File: config.mk
export PLATFORM = sky130hd
export DESIGN_NAME = ioctl_stream_tx
export DESIGN_NICKNAME = d
export VERILOG_FILES = /design/src/rtl/ioctl_stream_tx.sv
export SDC_FILE = /design/constraint.sdc
export NUM_CORES = 1
export LEC_CHECK = 0
export CORE_AREA = 2 2 179 93
export CTS_BUF_LIST = sky130_fd_sc_hd__clkbuf_8
export DETAILED_ROUTE_END_ITERATION = 7
export DIE_AREA = 0 0 181 95
export DONT_BUFFER_PORTS = 1
export PLACE_DENSITY = 0.61
export SYNTH_ARGS = -nofsm -noshare
export SYNTH_HDL_FRONTEND = slang
export SYNTH_SLANG_ARGS = --single-unit
File: constraint.sdc
create_clock -name clk -period 2.3 [get_ports clk]
set_clock_uncertainty 0.2 [all_clocks]
set_input_delay 0.345 -clock clk [delete_from_list [all_inputs] [get_ports clk]]
set_output_delay 0.345 -clock clk [all_outputs]
set_load 0.1 [all_outputs]
File: src/rtl/ioctl_stream_tx.sv
// ioctl ROM-download transmitter: byte stream plus descriptor in, ioctl write strobes out.
// Define IOCTL_TX_SUM_EN to add the 16-bit additive checksum output 'sum'.
module ioctl_stream_tx #(
   parameter int ADDR_W    = 25,
   parameter int WR_GAP    = 2,
   parameter int POST_HOLD = 4
) (
   input  logic              clk,
   input  logic              reset_n,
   input  logic              start,
   input  logic              abort,
   input  logic [ADDR_W-1:0] base_addr,
   input  logic [ADDR_W-1:0] length,
   input  logic [7:0]        s_data,
   input  logic              s_valid,
   output logic              s_ready,
   output logic              ioctl_download,
   output logic              ioctl_wr,
   output logic [ADDR_W-1:0] ioctl_addr,
   output logic [7:0]        ioctl_dout,
   input  logic              ioctl_wait,
   output logic              busy,
   output logic              done,
   output logic              aborted
`ifdef IOCTL_TX_SUM_EN
   ,
   output logic [15:0]       sum
`endif
);

   localparam logic [2:0] IDLE  = 3'd0;
   localparam logic [2:0] SETUP = 3'd1;
   localparam logic [2:0] FETCH = 3'd2;
   localparam logic [2:0] ISSUE = 3'd3;
   localparam logic [2:0] GAP   = 3'd4;
   localparam logic [2:0] DRAIN = 3'd5;
   localparam logic [2:0] HOLD  = 3'd6;

   logic [2:0]        state_q, state_d;
   logic [ADDR_W-1:0] base_q, base_d, len_q, len_d, idx_q, idx_d, addr_q, addr_d;
   logic [7:0]        dout_q, dout_d;
   logic [15:0]       cnt_q, cnt_d;
   logic              rdy_q, rdy_d, dl_q, dl_d, wr_q, wr_d;
   logic              busy_q, busy_d, done_q, done_d, abt_q, abt_d;
`ifdef IOCTL_TX_SUM_EN
   logic [15:0]       sum_q, sum_d;
`endif

   always_comb begin
      state_d = state_q;
      base_d  = base_q;
      len_d   = len_q;
      idx_d   = idx_q;
      addr_d  = addr_q;
      dout_d  = dout_q;
      cnt_d   = cnt_q;
      rdy_d   = rdy_q;
      dl_d    = dl_q;
      busy_d  = busy_q;
      wr_d    = 1'b0;
      done_d  = 1'b0;
      abt_d   = 1'b0;
`ifdef IOCTL_TX_SUM_EN
      sum_d   = sum_q;
`endif
      case (state_q)
         IDLE: begin
            busy_d = 1'b0;
            if (start && !abort) begin
               base_d = base_addr;
               len_d  = length;
               idx_d  = '0;
               busy_d = 1'b1;
`ifdef IOCTL_TX_SUM_EN
               sum_d  = '0;
`endif
               // Zero-length transfer completes without opening a download window.
               if (length == '0) done_d = 1'b1;
               else begin
                  state_d = SETUP;
                  dl_d    = 1'b1;
               end
            end
         end
         SETUP: begin
            state_d = FETCH;
            rdy_d   = 1'b1;
         end
         FETCH: if (s_valid && rdy_q) begin
            dout_d  = s_data;
            addr_d  = base_q + idx_q;
            rdy_d   = 1'b0;
            state_d = ISSUE;
         end
         ISSUE: if (!ioctl_wait) begin
            wr_d    = 1'b1;
            idx_d   = idx_q + 1'b1;
            cnt_d   = '0;
            state_d = GAP;
`ifdef IOCTL_TX_SUM_EN
            sum_d   = sum_q + {8'h00, dout_q};
`endif
         end
         // The strobe cycle itself is GAP count 0, followed by WR_GAP idle cycles.
         GAP: if (cnt_q == 16'(WR_GAP)) begin
            if (idx_q == len_q) state_d = DRAIN;
            else begin
               state_d = FETCH;
               rdy_d   = 1'b1;
            end
         end else cnt_d = cnt_q + 16'd1;
         DRAIN: if (!ioctl_wait) begin
            state_d = HOLD;
            cnt_d   = '0;
         end
         HOLD: if (cnt_q == 16'(POST_HOLD - 1)) begin
            dl_d    = 1'b0;
            done_d  = 1'b1;
            busy_d  = 1'b0;
            state_d = IDLE;
         end else cnt_d = cnt_q + 16'd1;
         default: state_d = IDLE;
      endcase
      if (state_q != IDLE && abort) begin
         state_d = IDLE;
         wr_d    = 1'b0;
         dl_d    = 1'b0;
         rdy_d   = 1'b0;
         busy_d  = 1'b0;
         done_d  = 1'b0;
         abt_d   = 1'b1;
         idx_d   = idx_q;
`ifdef IOCTL_TX_SUM_EN
         sum_d   = sum_q;
`endif
      end
   end

   always_ff @(posedge clk or negedge reset_n) begin
      if (!reset_n) begin
         state_q <= IDLE;
         base_q  <= '0;
         len_q   <= '0;
         idx_q   <= '0;
         addr_q  <= '0;
         dout_q  <= '0;
         cnt_q   <= '0;
         rdy_q   <= 1'b0;
         dl_q    <= 1'b0;
         wr_q    <= 1'b0;
         busy_q  <= 1'b0;
         done_q  <= 1'b0;
         abt_q   <= 1'b0;
`ifdef IOCTL_TX_SUM_EN
         sum_q   <= '0;
`endif
      end else begin
         state_q <= state_d;
         base_q  <= base_d;
         len_q   <= len_d;
         idx_q   <= idx_d;
         addr_q  <= addr_d;
         dout_q  <= dout_d;
         cnt_q   <= cnt_d;
         rdy_q   <= rdy_d;
         dl_q    <= dl_d;
         wr_q    <= wr_d;
         busy_q  <= busy_d;
         done_q  <= done_d;
         abt_q   <= abt_d;
`ifdef IOCTL_TX_SUM_EN
         sum_q   <= sum_d;
`endif
      end
   end

   assign s_ready        = rdy_q;
   assign ioctl_download = dl_q;
   assign ioctl_wr       = wr_q;
   assign ioctl_addr     = addr_q;
   assign ioctl_dout     = dout_q;
   assign busy           = busy_q;
   assign done           = done_q;
   assign aborted        = abt_q;
`ifdef IOCTL_TX_SUM_EN
   assign sum            = sum_q;
`endif

endmodule

==> summary.txt <==
Reg clk slew, reported paths -> 90 ps
Worst min path class -> input port to async pin
Initial antenna violation count -> 0
Core Region -> 15900 sq um
IO buf count -> 0
Period utilization -> 106%
Die W -> 181 microns
Row count -> 33
Die Ht -> 95 microns
Post-Route WL -> 22.6 mm
Layout fillers -> 1270
Unique masters post-synth -> 61
Util after Layout -> 64.8%
Pwr Total -> 0.0123 W
Max_cap viols -> 0
Longest Clk Path Bufs -> 2
Crit path top cell by count -> o211ai_1
Fmax -> 409 MHz
CTS Sinks -> 133
Initial Utilization -> 46.4%
Die area -> 17200 sq um
Layout cells sized above 1 -> 34.6%
Synthesis-to-finish area growth -> 39.7%
Power Density -> 1190 nW/um^2
Headroom to the max-slew limit -> 39.3%
Post-synthesis async set-or-reset flop share -> 100%
Yosys warning count -> 0
Clock Root Buffer -> clkbuf_8
Multi-input logic area -> 4340 sq um
Antenna-violating nets left -> 0
Vias in the first global route -> 6485
CP endpoint kind -> flop
Via Count -> 6465
Max Slew Vio Count -> 0
Wire per inst -> 19.6 microns
N_diodes -> 0
Leading cell type in the layout, fill and taps excluded -> dfrtp_1
Cell family with most CP delay -> compound AO/OA/AOI/OAI gates
Setup CP Type -> flop to flop
VDD IR-drop max -> 1170 uV
Worst Path Buf+Inv -> 0
Final number of setup-violating endpoints -> 30
CP Data Required Time -> 2430 ps
Crit Path Max Fanout -> 3
Slowest stage delay, CP -> 390 ps
Gpl congestion -> 0.899
Worst slew pin tran -> 911 ps
# nets final -> 1025
Cts bufs inserted -> 17
Largest net degree at the start of global routing -> 134
Unrepaired setup endpoints after global routing -> yes
Lkg Pwr -> 4.55 nW
Final worst path period need -> 2450 ps
Post-route DRC -> 0
Mapped Area -> 7350 sq um
DP Cell Count -> 1046
Fin cells -> 1156
Top FF cell, synth -> dfrtp_1
Post-DR vias/cell -> 5.59
Slowest cell on crit path -> dfrtp_1
WHS -> -617 ps
CTS tree -> done
Setup TNS -> -1970 ps
H-tree depth -> 4
Critical path launch point type -> flop
DP Wirelength -> 15.3 mm
Detailed Routing Iterations Pass 1 -> 5
Failing checks -> hold timing, setup timing
CP arrival -> 2580 ps
Register Area -> 3330 sq um
Syn nets -> 829
Status -> finished, violations left
Syn avg cell area -> 9.98 sq um
GRT Total Usage -> 27.0%
Fin. Hold Viols -> 133
Post-synth EDFFs -> 0
Number of DRC markers in iteration 0 -> 373
Setup slack after layout -> -147 ps
Post-synthesis cell count -> 737
Seq cells post-synth -> 133
CTS hold repair buffers -> 60
Grt ovf -> 0
Worst skew pair latency -> 450 ps
Commonest non-fill, non-tap cells in the layout -> dfrtp_1, buf_4, nand2_1, mux2_2, dlygate4sd3_1
Sequential area share after synthesis -> 45.3%
First-pass GRT wire length -> 35.4 mm
IO Pins -> 103
Crit-path cells -> ha_2 -> fa_2 -> a21oi_2 -> o211ai_1 -> o211ai_1 -> a31o_2 -> a31oi_4 -> mux2i_1 -> nand2_1
Post-Place Setup Slack -> -369 ps
-- report_power, final --
group	switching, W	internal, W	total [W]
Sequential	0.00124	0.00317	0.00441
Combinational	0.00346	0.00223	0.00569
Clock	0.000989	0.00116	0.00215
Total	0.00569	0.00656	0.0123
-- state kept, by name, summed over array words and instances, names as in the netlist --
signal / flops
idx_q: 25
base_q: 25
ioctl_wr: 1
aborted: 1
done: 1
s_ready: 1
ioctl_download: 1
len_q: 25
ioctl_dout: 8
busy: 1
state_q: 3
ioctl_addr: 25
cnt_q: 16
-- kinds of logic (layout without fill, tap and decap cells) --
| kind of cell | after synthesis | in the layout | synth area share (%) |
|---|---|---|---|
| and+or+nand+nor | 234 | 235 | 15.5 |
| DFF | 133 | 133 | 45.3 |
| muxes | 65 | 65 | 9.87 |
| adders and majority gates | 28 | 28 | 4.87 |
| buffers and inverters | 45 | 253 | 2.60 |
| AOI/OAI and AO/OA | 160 | 160 | 13.3 |
| xor gates and xnor gates | 72 | 72 | 8.57 |
-- path summary, 6_finish.rpt --
kind / cells past startpoint / start / slack [ps] / end
worst max-delay path: 9 / base_q[0] / -150 / ioctl_addr[22]
worst min-delay path: 0 / reset_n / -620 / len_q[16]
worst max register to register: 9 / base_q[0] / -150 / ioctl_addr[22]
worst min register to register: 2 / ioctl_addr[4] / 310 / ioctl_addr[4]
max in group asynchronous: 0 / reset_n / 2330 / s_ready
min in group clk: 3 / abort / 50 / state_q[2]
-- per-stage QoR --
step                      area (sq um)  hold slack (ps)
after floorplan                   7380             -151
after global placement            8520             -148
after detailed placement          8520             -149
after CTS                        10000             -641
after global routing             10300             -657
final                            10300             -617
-- Yosys cell counts, types with 3 or more instances --
library cell / n / area, sq um
nor3b_1: 5 / 37.5
a21o_1: 10 / 75.1
and2_1: 5 / 31.3
mux2i_1: 5 / 50.1
buf_1: 3 / 11.3
nand2b_1: 4 / 25.0
nand4_1: 16 / 100
o21a_1: 4 / 30.0
nor3_1: 13 / 65.1
buf_2: 6 / 30.0
o211ai_1: 5 / 37.5
a21oi_1: 49 / 245
nand3_1: 23 / 115
ha_1: 27 / 338
a31oi_1: 5 / 31.3
and3_1: 10 / 62.6
o31ai_1: 9 / 67.6
xor2_1: 35 / 307
inv_1: 12 / 45.0
xnor2_1: 37 / 324
nor2_1: 59 / 221
nor4_1: 10 / 62.6
nor2b_1: 5 / 31.3
o21ai_0: 53 / 265
a211oi_1: 3 / 22.5
nand2_1: 66 / 248
mux2_2: 60 / 676
or3_1: 5 / 31.3
dfrtp_1: 133 / 3330
clkbuf_1: 21 / 78.8
-- repair_timing --
item,in CTS,in global routing
gates resized for setup,63,46
setup endpoints to repair,77,81
pin swaps,34,32
hold endpoints to repair,197,133
buffers inserted,11,4
cloned,3,1
-- metal layers --
| metal | vias to the layer above | routed length (microns) | global-route usage, % |
|---|---|---|---|
| li1 | 3026 | - | - |
| met1 | 3195 | 10900 | 38.9 |
| met2 | 222 | 9770 | 40.1 |
| met3 | 22 | 1770 | 8.52 |
| met4 | 0 | 216 | 5.49 |
| met5 | - | 0 | 0 |
-- area by class of cell --
class	instances	share of cell area [%]
clock buffers	20	2.68
clock inverters	12	1.47
inverters	13	0.475
multi-input cells	560	42.3
flip-flops and latches	133	32.4
well taps	210	2.56
repair buffers	208	18.2
Power figures use the tool's default switching activity.
